<file path="src/rtl/motor_ramp_pwm.sv">
// Multi-channel motor PWM: shared period counter, per-channel slew-limited duty, emergency stop.
// Define MOTOR_RAMP_EN for slew-rate-limited ramping; otherwise duty jumps to target at each period boundary.
module motor_ramp_pwm #(
    parameter int CHANNELS  = 2,
    parameter int DUTY_W    = 10,
    parameter int PERIOD    = 4000,
    parameter int RAMP_DIV  = 8,
    parameter int RAMP_STEP = 16
) (
    input  logic                       clk,
    input  logic                       rst_n,
    input  logic                       cmd_valid,
    output logic                       cmd_ready,
    input  logic [CHANNELS*DUTY_W-1:0] cmd_duty,
    input  logic                       estop,
    output logic [CHANNELS-1:0]        pwm,
    output logic [CHANNELS*DUTY_W-1:0] cur_duty,
    output logic                       busy,
    output logic                       period_tick
);

    localparam int CNT_W = (PERIOD > 1) ? $clog2(PERIOD) : 1;
    localparam int MUL_W = DUTY_W + $clog2(PERIOD + 1);
    localparam logic [CNT_W-1:0] CNT_LAST = CNT_W'(PERIOD - 1);

    logic [CNT_W-1:0]    cnt_reg;
    logic [CNT_W-1:0]    cnt_next;
    logic                period_tick_reg;
    logic                boundary;
    logic                step_en;
    logic                transfer;
    logic                clear;
    logic [CHANNELS-1:0] pwm_bits;
    logic [CHANNELS-1:0] differs;

    assign cmd_ready = rst_n & ~estop;
    assign transfer  = cmd_valid & cmd_ready;
    assign clear     = ~rst_n | estop;
    assign boundary  = (cnt_reg == CNT_LAST);
    assign cnt_next  = boundary ? '0 : cnt_reg + CNT_W'(1);

    // Period counter keeps running through estop; only reset stops it.
    always_ff @(posedge clk) begin
        if (!rst_n) begin
            cnt_reg         <= '0;
            period_tick_reg <= 1'b0;
        end else begin
            cnt_reg         <= cnt_next;
            period_tick_reg <= (cnt_next == CNT_LAST);
        end
    end

`ifdef MOTOR_RAMP_EN
    localparam int RDIV_W = (RAMP_DIV > 1) ? $clog2(RAMP_DIV) : 1;

    logic [RDIV_W-1:0] ramp_cnt_reg;
    logic              ramp_last;

    assign ramp_last = (ramp_cnt_reg == RDIV_W'(RAMP_DIV - 1));
    assign step_en   = boundary & ramp_last;

    always_ff @(posedge clk) begin
        if (clear) begin
            ramp_cnt_reg <= '0;
        end else if (boundary) begin
            ramp_cnt_reg <= ramp_last ? '0 : ramp_cnt_reg + RDIV_W'(1);
        end
    end
`else
    logic unused_ramp_cfg;

    assign unused_ramp_cfg = RAMP_DIV[0] ^ RAMP_STEP[0];
    assign step_en         = boundary;
`endif

    genvar gi;
    generate
        for (gi = 0; gi < CHANNELS; gi++) begin : g_ch
            logic [DUTY_W-1:0] tgt_reg;
            logic [DUTY_W-1:0] cur_reg;
            logic [DUTY_W-1:0] cur_next;
            logic [DUTY_W-1:0] step_val;
            logic [CNT_W-1:0]  thr_reg;
            logic [CNT_W-1:0]  thr_next;
            logic [MUL_W-1:0]  product;
            logic              pwm_reg;

`ifdef MOTOR_RAMP_EN
            // Clamp the step so the DUTY_W+1-bit sum/difference can never wrap.
            localparam int STEP_CLAMP = (RAMP_STEP > (1 << DUTY_W)) ? (1 << DUTY_W) : RAMP_STEP;
            localparam logic [DUTY_W:0] STEP_EXT = (DUTY_W + 1)'(STEP_CLAMP);

            logic [DUTY_W:0] up_sum;
            logic [DUTY_W:0] dn_diff;

            always_comb begin
                up_sum   = {1'b0, cur_reg} + STEP_EXT;
                dn_diff  = {1'b0, cur_reg} - STEP_EXT;
                step_val = cur_reg;
                if (cur_reg < tgt_reg) begin
                    step_val = (up_sum > {1'b0, tgt_reg}) ? tgt_reg : up_sum[DUTY_W-1:0];
                end else if (cur_reg > tgt_reg) begin
                    // MSB set means cur - step went negative.
                    step_val = (dn_diff[DUTY_W] || (dn_diff < {1'b0, tgt_reg})) ? tgt_reg
                                                                               : dn_diff[DUTY_W-1:0];
                end
            end
`else
            assign step_val = tgt_reg;
`endif

            // Threshold is derived from the next duty so both registers change on the same edge.
            always_comb begin
                cur_next = step_en ? step_val : cur_reg;
                product  = MUL_W'(cur_next) * MUL_W'(PERIOD);
                thr_next = CNT_W'(product >> DUTY_W);
            end

            always_ff @(posedge clk) begin
                if (clear) begin
                    tgt_reg <= '0;
                    cur_reg <= '0;
                    thr_reg <= '0;
                    pwm_reg <= 1'b0;
                end else begin
                    if (transfer) begin
                        tgt_reg <= cmd_duty[gi*DUTY_W +: DUTY_W];
                    end
                    cur_reg <= cur_next;
                    thr_reg <= thr_next;
                    pwm_reg <= (cnt_reg < thr_reg);
                end
            end

            assign pwm_bits[gi]                  = pwm_reg;
            assign differs[gi]                   = (cur_reg != tgt_reg);
            assign cur_duty[gi*DUTY_W +: DUTY_W] = cur_reg;
        end
    endgenerate

    assign pwm         = pwm_bits;
    assign busy        = |differs;
    assign period_tick = period_tick_reg;

endmodule

</file>
<file path="config.mk">
export PLATFORM = sky130hd
export DESIGN_NAME = motor_ramp_pwm
export DESIGN_NICKNAME = d
export VERILOG_FILES = /design/src/rtl/motor_ramp_pwm.sv
export SDC_FILE = /design/constraint.sdc
export NUM_CORES = 1
export LEC_CHECK = 0
export ABC_AREA = 1
export BUFFER_PORTS_ARGS = -buffer_cell sky130_fd_sc_hd__buf_2
export CAP_MARGIN = 15
export CORE_MARGIN = 2
export CORE_UTILIZATION = 45
export CTS_CLUSTER_DIAMETER = 30
export DETAILED_ROUTE_END_ITERATION = 16
export HOLD_SLACK_MARGIN = 0.1
export PLACE_DENSITY_LB_ADDON = 0.3
export SYNTH_ARGS = -nofsm -noshare
export SYNTH_HDL_FRONTEND = slang
export SYNTH_SLANG_ARGS = --single-unit
export TNS_END_PERCENT = 100
</file>
<file path="constraint.sdc">
create_clock -name clk -period 5.95 [get_ports clk]
set_clock_uncertainty 0.15 [all_clocks]
set_input_delay 0.2975 -clock clk [delete_from_list [all_inputs] [get_ports clk]]
set_output_delay 0.2975 -clock clk [all_outputs]
set_load 0.05 [all_outputs]
</file>
==> metrics.yaml, run 1 <==
outcome:
  status: "completed"
place:
  place_congestion: 0.864
  dpl.hpwl_um: 12900
  placed_cell_area_um2: 7610
  pre_cts_ws_ns: 0.246
  io_buffer_count: 48
  dp.cells: 1160
yosys:
  post_synth.cell_area_avg_um2: 7.83
  synth_seq_cells: 79
  synth_area_leaders: "dfxtp_1 22%, ha_1 18%, fa_1 14%"
  yosysWarnings: 0
  mappedNetlistArea_um2: 7120
  yosysSeqAreaShare_pct: 22.2
  yosysTopAreaCell: "dfxtp_1"
  synth_top_area_share_pct: 22.2
  synth_cell_type_count: 41
  syn_nets: 1088
  syn-instance-count: 909
power:
  pwr-share-comb_pct: 6.3
  seqPwrFrac_pct: 45.1
  p_int_mw: 0.913
  clkPwrFrac_pct: 48.6
  powerDensity_nw_per_um2: 147
  power_mw: 1.20
  sw_frac_of_total_pct: 24.2
  p_switching_mw: 0.291
  p_leak_nw: 4.04
  ir_drop_v: 0.000184
routing:
  wl_per_cell_um: 13.4
  drtAntennaViolNets: 0
  drtIter0Drc: 248
  vias: 5852
  dr.pass1.iters: 5
  drt-vias-per-instance: 4.88
  drt_drc_violations_left: 0
  drt_wl_total_um: 16100
timing:
  slew_headroom_pct: 55.9
  setup_viol: 0
  max_freq_ghz: 0.181
  worst_slew_pin_slew_ns: 0.654
  totalNegativeSetupSlack_ns: 0
  hold_viol_final: 0
  hold_ws_ns: 0.144
  rsz0062_at_grt: "no"
  setup_slack_ns: 0.415
  period_needed_ns: 5.54
  slew_viol_final: 0
  fin_crit_sh_pct: 93.0
critical_path:
  start_kind: "register"
  cp.arrival_ns: 5.62
  end_kind: "register"
  r2r_slack_ns: 0.41
  crit_required_ns: 6.03
  critPathMaxFanout: 14
  crit_type: "reg -> reg"
floorplanning:
  ios: 49
  die_x_um: 130
  core_area_um2: 15300
  start_util_pct: 46.5
  rows: 45
  dieArea_um2: 16800
  die_h_um: 130
clock_tree:
  root_buffer: "clkbuf_16"
  cts_sinks: 79
  clock_latency_ns: 0.34
  h-tree-depth: 3
  cts_buffer_depth: 2
  numCtsBuffers: 9
  clkSlewWorstSetupHoldPaths_ns: 0.07
  cts_tree: "done"
layout:
  area_growth_pct: 14.6
  final.fill_count: 1494
  fin_area_um2: 8160
  nets: 1163
  final_layout_size_suffix_gt1_share_pct: 12.8
  largest_reg_flops: 24
  multi_input_area_um2: 4800
  num_antenna_cells: 0
  seqCellArea_um2: 1580
  finalNonFillerCells: 1200
  final_util_pct: 53.3
global_routing:
  grt_pass1_vias: 5439
  grt_start_max_net_pins: 41
  track_usage_pct: 20.1
  grt_antenna_before_repair: 0
  grt_pass1_wl_um: 26600
  overflow: 0
run:
  max-cap-violations: 0
hold_path:
  min_path_type: "in -> reg"
-- final cells by class --
type | instances | area share, %
clock buffers | 10 | 2.93
multi-input cells | 634 | 58.8
flip-flops and latches | 79 | 19.4
well taps | 211 | 3.24
repair buffers | 78 | 6.32
clock inverters | 6 | 0.935
inverters | 182 | 8.42
-- cell usage in the layout (no fill, tap or decap), types with 2 or more instances in the layout --
| cell | instances |
|---|---|
| a31oi_1 | 2 |
| xnor2_1 | 17 |
| nand3_2 | 4 |
| inv_8 | 2 |
| inv_1 | 175 |
| nand3b_1 | 4 |
| o21bai_1 | 4 |
| dlygate4sd3_1 | 20 |
| ha_1 | 105 |
| clkinvlp_4 | 3 |
| nor2_1 | 103 |
| nand2_1 | 108 |
| nor2_2 | 4 |
| nand3_4 | 2 |
| xor2_1 | 5 |
| nor4_1 | 3 |
| o21a_1 | 6 |
| a21o_1 | 4 |
| nand2_4 | 2 |
| clkbuf_16 | 9 |
| a21oi_1 | 79 |
| dfxtp_1 | 79 |
| nor3_1 | 8 |
| inv_2 | 4 |
| o221ai_1 | 2 |
| or2_2 | 5 |
| buf_2 | 48 |
| a211oi_1 | 2 |
| clkinv_1 | 2 |
| nand2_2 | 21 |
| nand3_1 | 24 |
| o21ai_0 | 41 |
| buf_4 | 10 |
| nand4_1 | 16 |
| nor2_8 | 3 |
| fa_1 | 50 |
-- critical path: stages (launching register included) --
cell and delay, ns:
dfxtp_1 0.42, ha_1 0.23, nand2_2 0.10, nor2_8 0.22, nand3_4 0.22, clkinvlp_4 0.19
nand2_1 0.06, nand2_1 0.18, inv_1 0.15, nor2_1 0.14, inv_1 0.09, nand2_1 0.06
inv_1 0.05, ha_1 0.27, inv_1 0.05, fa_1 0.53, fa_1 0.44, fa_1 0.53
inv_1 0.05, ha_1 0.36, a21oi_1 0.29, o21a_1 0.21, o21ai_0 0.09, a21oi_1 0.16
nand3_1 0.10, nand2_1 0.06, nor2_1 0.04
-- cells by family after synthesis --
logic type | synth area share [%]
simple gates | 21.0
buf+inv | 10.6
fa+ha+maj | 32.5
compound gates | 11.0
flops | 22.2
xor+xnor | 2.71
-- power groups by stage --
| stage | combinational [mW] | clock [mW] | sequential (mW) |
|---|---|---|---|
| after floorplan | 0.0460 | 0 | 0.553 |
| after global placement | 0.0655 | 0 | 0.554 |
| after detailed placement | 0.0653 | 0 | 0.554 |
| after CTS | 0.0755 | 0.606 | 0.542 |
| after global routing | 0.0852 | 0.629 | 0.543 |
| final | 0.0762 | 0.585 | 0.542 |
-- cell usage after synthesis, drive strengths merged --
cell type	number
xor2	5
a21o	4
nand2	131
xnor2	17
fa	50
and2	1
nor4	3
inv	179
a31o	1
o21bai	4
a21oi	80
nor3b	2
or2	5
o21a	7
nand3b	4
buf	4
a211oi	2
ha	105
nand4	17
nor3	9
a31oi	2
clkinv	3
o21ai	42
nand3	29
clkbuf	11
nor2	111
o221ai	2
dfxtp	79
-- layer usage --
layer,track usage (%),part of all wire [%],vias to the layer above,wire [µm]
met3,3.65,4.0,14,643
met1,29.2,51,2673,8240
met4,4.81,1.1,0,172
li1,-,-,3050,-
met2,31.0,44,115,7050
met5,0,0,-,0
-- final timing paths --
path,to,cells past startpoint,from
setup / recovery,g_ch[0].thr_reg[10]$_SDFF_PN0_,26,cnt_reg[0]$_SDFF_PN0_
hold / removal,cnt_reg[1]$_SDFF_PN0_,3,rst_n
setup reg to reg,g_ch[0].thr_reg[10]$_SDFF_PN0_,26,cnt_reg[0]$_SDFF_PN0_
hold reg to reg,cnt_reg[0]$_SDFF_PN0_,1,cnt_reg[0]$_SDFF_PN0_
-- timing repair --
item	in CTS	in global routing
resized for setup	0	2
hold buffers	20	0
setup endpoints to repair	0	9
hold endpoints to repair	20	0
buffers inserted	0	3
Power figures use the tool's default switching activity.
==> run 2: changes to the inputs <==
--- a/config.mk
+++ b/config.mk
@@ -13,7 +13,7 @@
 export CTS_CLUSTER_DIAMETER = 30
 export DETAILED_ROUTE_END_ITERATION = 16
 export HOLD_SLACK_MARGIN = 0.1
-export PLACE_DENSITY_LB_ADDON = 0.3
+export PLACE_DENSITY = 0.67
 export SYNTH_ARGS = -nofsm -noshare
 export SYNTH_HDL_FRONTEND = slang
 export SYNTH_SLANG_ARGS = --single-unit
==> run 2 against run 1 <==
Sequential cell count unchanged. First-iteration DRC count increased by 21%. Non-clock buffer count increased by 4. Worst setup slack worse by 0.030 ns. Sequential power about the same. Clock power increased by 4.8%. Cell count grew 0.33%. Critical path depth down 6. Via count barely moved. Design area grew 0.69%. Critical endpoint is now g_ch[1].thr_reg[10]$_SDFF_PN0_.
==> metrics.yaml, run 2 (synthesized netlist as in run 1, its figures left out) <==
outcome:
  status: "completed"
global_routing:
  overflow: 0  # unchanged
  grt_start_max_net_pins: 41  # unchanged
  grt_pass1_wl_um: 27300  # +2.6%
  track_usage_pct: 20.3  # +0.27 points
  grt_antenna_before_repair: 0  # unchanged
  grt_pass1_vias: 5544  # +1.9%
routing:
  drt_wl_total_um: 16100  # +0.23%
  drtIter0Drc: 300  # +21%
  drt_drc_violations_left: 0  # unchanged
  vias: 5854  # +0.034%
  dr.pass1.iters: 7  # +2
  wl_per_cell_um: 13.4  # -0.10%
  drt-vias-per-instance: 4.86  # -0.30%
  drtAntennaViolNets: 0  # unchanged
hold_path:
  min_path_type: "in -> reg"
timing:
  hold_viol_final: 0  # unchanged
  totalNegativeSetupSlack_ns: 0  # unchanged
  setup_viol: 0  # unchanged
  fin_crit_sh_pct: 93.5  # +0.50 points
  hold_ws_ns: 0.104  # -0.0394 ns
  worst_slew_pin_slew_ns: 0.625  # -0.0292 ns
  max_freq_ghz: 0.180  # -0.54%
  slew_viol_final: 0  # unchanged
  slew_headroom_pct: 57.9  # +2.0 points
  period_needed_ns: 5.57  # +0.0300 ns
critical_path:
  end_kind: "register"
  critPathMaxFanout: 10  # -4
  crit_type: "reg -> reg"
  crit_required_ns: 6.03  # about the same
  r2r_slack_ns: 0.38  # -0.03 ns
  cp.arrival_ns: 5.64  # +0.02 ns
  start_kind: "register"
floorplanning:
  die_x_um: 130  # unchanged
  start_util_pct: 46.5  # unchanged
  ios: 49  # unchanged
  core_area_um2: 15300  # unchanged
  die_h_um: 130  # unchanged
  dieArea_um2: 16800  # unchanged
  rows: 45  # unchanged
run:
  max-cap-violations: 0  # unchanged
clock_tree:
  cts_tree: "done"
  clkSlewWorstSetupHoldPaths_ns: 0.06  # about the same
  root_buffer: "clkbuf_16"
  numCtsBuffers: 9  # unchanged
  cts_buffer_depth: 2  # unchanged
  cts_sinks: 79  # unchanged
  h-tree-depth: 3  # unchanged
  clock_latency_ns: 0.34  # about the same
place:
  place_congestion: 0.865  # about the same
  io_buffer_count: 48  # unchanged
  dpl.hpwl_um: 12800  # -0.78%
  placed_cell_area_um2: 7610  # about the same
layout:
  final_layout_size_suffix_gt1_share_pct: 13.6  # +0.75 points
  layout_commonest_cell: "inv_1"
  fin_area_um2: 8220  # +0.69%
  largest_reg_flops: 24  # unchanged
  final.fill_count: 1462  # -2.1%
  nets: 1167  # +0.34%
  mostFrequentLayoutCells: "175 x inv_1, 108 x nand2_1, 105 x ha_1"
  area_growth_pct: 15.4
  num_antenna_cells: 0  # unchanged
power:
  powerDensity_nw_per_um2: 150  # +1.5%
  ir_drop_v: 0.000127  # -31%
  power_mw: 1.23  # +2.2%
  p_leak_nw: 4.08  # +0.87%
## run 2: changes by cell type in the layout (fill, tap and decap cells not counted), sizes merged
cell         delta
dlygate4sd3     -1
buf             +5
clkinv          +3
bufinv          +1
inv             -2
clkinvlp        -2
## run 2: worst max-delay path: stages, from the launching register on
cell      delay [ns]
dfxtp_1         0.41
ha_1            0.22
nand2_2         0.10
nor2_8          0.23
nand3_4         0.19
buf_4           0.18
o21ai_0         0.50
inv_1           0.31
fa_1            0.53
fa_1            0.52
fa_1            0.54
inv_1           0.04
ha_1            0.29
ha_1            0.36
a21oi_1         0.19
o21a_1          0.20
nor2_1          0.05
a211oi_1        0.23
nand3_1         0.12
nand2_1         0.06
nor2_1          0.04
## run 2: layout make-up
cell class                      count  area, µm²  area share (%)
Tap cell                          211        264            3.21
Clock inverter                      6       91.3            1.11
Inverter                          182        687            8.36
Multi-Input combinational cell    634       4810            58.5
Timing Repair Buffer               82        543            6.61
Clock buffer                       10        239            2.91
Sequential cell                    79       1580            19.3
## run 2: worst paths after layout
check                                     end                  start  cells past startpoint
max reg2reg    g_ch[1].thr_reg[10]$_SDFF_PN0_  cnt_reg[0]$_SDFF_PN0_                     20
min reg2reg             cnt_reg[0]$_SDFF_PN0_  cnt_reg[0]$_SDFF_PN0_                      1
min          g_ch[1].step_val[2]$_SDFFE_PN0P_           cmd_duty[12]                      3
max            g_ch[1].thr_reg[10]$_SDFF_PN0_  cnt_reg[0]$_SDFF_PN0_                     20
## run 2: power breakdown
part	total [mW]	switching (mW)	internal, mW
registers	0.542	0.00624	0.536
logic	0.0746	0.0424	0.0323
clock network	0.613	0.232	0.381
## run 2: repair_timing
action,CTS,global route
buffers inserted,0,7
hold endpoints to repair,19,0
gates resized for setup,0,4
setup endpoints to repair,0,14
hold buffers,19,0
## run 2: metal layers
metal | track usage, % | routed length, µm | vias up
li1 | - | - | 3058
met1 | 29.6 | 8340 | 2643
met2 | 32.0 | 7020 | 141
met3 | 2.75 | 609 | 12
met4 | 5.12 | 170 | 0
met5 | 0 | 0 | -
## run 2: metrics by stage
step / util [%] / std cells / worst slack, ns
2_1_floorplan: - / 909 / 0.813
6_report: 53.6 / 1204 / 0.385
3_5_place_dp: 49.7 / 1161 / 0.184
5_1_grt: 53.6 / 1204 / -0.00792
4_1_cts: 53.1 / 1196 / 0.159
3_3_place_gp: 49.7 / 1161 / 0.263
==> run 3: changes to the inputs <==
--- a/config.mk
+++ b/config.mk
@@ -9,11 +9,12 @@
 export BUFFER_PORTS_ARGS = -buffer_cell sky130_fd_sc_hd__buf_2
 export CAP_MARGIN = 15
 export CORE_MARGIN = 2
-export CORE_UTILIZATION = 45
+export CORE_UTILIZATION = 35
 export CTS_CLUSTER_DIAMETER = 30
 export DETAILED_ROUTE_END_ITERATION = 16
+export GPL_TIMING_DRIVEN = 0
 export HOLD_SLACK_MARGIN = 0.1
-export PLACE_DENSITY = 0.67
+export PLACE_DENSITY = 0.56
 export SYNTH_ARGS = -nofsm -noshare
 export SYNTH_HDL_FRONTEND = slang
 export SYNTH_SLANG_ARGS = --single-unit
==> run 3 against run 2 <==
Wire length rose by 1.7%. Cell count rose by 5.3%. Die area rose by 28%. Via count fell by 1.5%. Critical endpoint is now g_ch[0].thr_reg[9]$_SDFF_PN0_. Largest power group unchanged.
==> metrics.yaml, run 3 (synthesized netlist as in run 1, its figures left out) <==
clock_tree:
  cts_sinks: 79  # unchanged
  cts_buffer_depth: 2  # unchanged
  root_buffer: "clkbuf_16"
  numCtsBuffers: 9  # unchanged
  clkSlewWorstSetupHoldPaths_ns: 0.07  # about the same
  h-tree-depth: 3  # unchanged
  clock_latency_ns: 0.35  # about the same
  cts_tree: "done"
routing:
  drtIter0Drc: 186  # -38%
  drtAntennaViolNets: 0  # unchanged
  wl_per_cell_um: 12.9  # -3.4%
  dr.pass1.iters: 5  # -2
  drt-vias-per-instance: 4.55  # -6.5%
  drt_wl_total_um: 16400  # +1.7%
  drt_drc_violations_left: 0  # unchanged
  vias: 5767  # -1.5%
layout:
  final_layout_size_suffix_gt1_share_pct: 13.3  # -0.27 points
  num_antenna_cells: 0  # unchanged
  largest_reg_flops: 24  # unchanged
  finalNonFillerCells: 1268  # +5.3%
  final_util_pct: 41.3  # -12 points
  final.fill_count: 2071  # +42%
  mostFrequentLayoutCells: "173 x inv_1, 108 x nand2_1, 105 x ha_1"
  fin_area_um2: 8300  # +1.0%
  area_growth_pct: 16.6
  layout_commonest_cell: "inv_1"
  nets: 1172  # +0.43%
timing:
  hold_ws_ns: 0.201  # +0.0967 ns
  setup_viol: 0  # unchanged
  rsz0062_at_grt: "no"
  setup_slack_ns: 0.461  # +0.0767 ns
  slew_viol_final: 0  # unchanged
  totalNegativeSetupSlack_ns: 0  # unchanged
  hold_viol_final: 0  # unchanged
  slew_headroom_pct: 55.2  # -2.7 points
  max_freq_ghz: 0.182  # +1.4%
  period_needed_ns: 5.49  # -0.0767 ns
  worst_slew_pin_slew_ns: 0.665  # +0.0401 ns
  fin_crit_sh_pct: 92.2  # -1.3 points
power:
  p_leak_nw: 4.06  # -0.36%
  powerDensity_nw_per_um2: 148  # -1.2%
  power_mw: 1.23  # -0.19%
  ir_drop_v: 0.000137  # +8.4%
critical_path:
  path_cells: "ha_1 -> nand2_2 -> nor2_8 -> nand3_4 -> buf_2 -> nand2_1 -> o21ai_1 -> inv_1 -> fa_1 -> fa_1 -> fa_1 -> fa_1 -> inv_1 -> ha_1 -> a21oi_1 -> inv_1 -> a31oi_2 -> inv_1 -> a21oi_1 -> nand3_1 -> nand2_1 -> nor2_1"
  cpPeakStageDelay_ns: 0.56  # +0.02 ns
  end_kind: "register"
  crit_required_ns: 6.04  # about the same
  start_kind: "register"
  critPathMaxFanout: 10  # unchanged
  worst_path_max_delay_cell: "fa_1"
  crit_type: "reg -> reg"
  cp.arrival_ns: 5.58  # -0.06 ns
global_routing:
  grt_pass1_wl_um: 28000  # +2.6%
  track_usage_pct: 16.1  # -4.2 points
  grt_pass1_vias: 5766  # +4.0%
  overflow: 0  # unchanged
  grt_start_max_net_pins: 15  # -63%
  grt_antenna_before_repair: 0  # unchanged
place:
  placed_cell_area_um2: 7690  # +1.0%
  io_buffer_count: 47  # -2.1%
  dp.cells: 1226  # +5.6%
  dpl.hpwl_um: 13700  # +7.3%
  place_congestion: 0.859  # -0.62%
  pre_cts_ws_ns: -0.210  # -0.394 ns
floorplanning:
  die_x_um: 147  # +13%
  rows: 52  # +16%
  ios: 49  # unchanged
  dieArea_um2: 21500  # +28%
  die_h_um: 147  # +13%
  start_util_pct: 35.4  # -11 points
  core_area_um2: 20100  # +31%
outcome:
  status: "completed"
hold_path:
  min_path_type: "in -> reg"
run:
  max-cap-violations: 0  # unchanged
## run 3: cell types whose count changed in the layout (fill, tap and decap cells not counted), sizes merged
| cell | delta |
|---|---|
| clkbuf | +10 |
| clkinv | -3 |
| dlygate4sd3 | +2 |
| nand3 | -1 |
| clkinvlp | +3 |
| buf | -6 |
## run 3: final cells by class
cell class / instances / area [µm²] / area share [%]
Clock buffer: 10 / 229 / 2.76
Multi-Input combinational cell: 633 / 4810 / 58.0
Inverter: 182 / 691 / 8.32
Timing Repair Buffer: 73 / 483 / 5.82
Clock inverter: 6 / 92.6 / 1.12
Sequential cell: 79 / 1580 / 19.1
Buffer: 15 / 73.8 / 0.889
Tap cell: 270 / 338 / 4.07
## run 3: path summary, 6_finish.rpt
check	startpoint	end	slack, ns	cells after the start
max	cnt_reg[0]$_SDFF_PN0_	g_ch[0].thr_reg[9]$_SDFF_PN0_	0.46	22
min	estop	g_ch[1].step_val[9]$_SDFFE_PN0P_	0.20	4
max reg2reg	cnt_reg[0]$_SDFF_PN0_	g_ch[0].thr_reg[9]$_SDFF_PN0_	0.46	22
min reg2reg	cnt_reg[0]$_SDFF_PN0_	cnt_reg[0]$_SDFF_PN0_	0.36	1
## run 3: per-layer routing
metal	global-route usage, %	share of wire [%]
met5	0	0
met2	26.4	45
met3	2.28	2.9
met1	22.1	50
met4	4.81	1.5
## run 3: power breakdown
part,total (mW),internal [mW],switching (mW)
sequential,0.543,0.536,0.00668
combinational,0.0791,0.0344,0.0447
clock,0.606,0.371,0.235
total,1.23,0.941,0.287
## run 3: what timing repair did
item	4_1_cts	5_1_grt
pin swaps	0	0
hold buffers	21	0
setup endpoints to repair	9	12
setup buffers	0	5
endpoints found under the hold margin	22	0
gates resized for setup	1	21
## run 3: worst max-delay path, delay by kind of cell (launching register included)
family	cells	cell delay, ns
flip-flops	1	0.36
adder cells (fa/ha/maj)	6	2.61
buffers and inverters	5	0.74
AND/OR/NAND/NOR	7	0.64
AO/OA/AOI/OAI	4	0.87
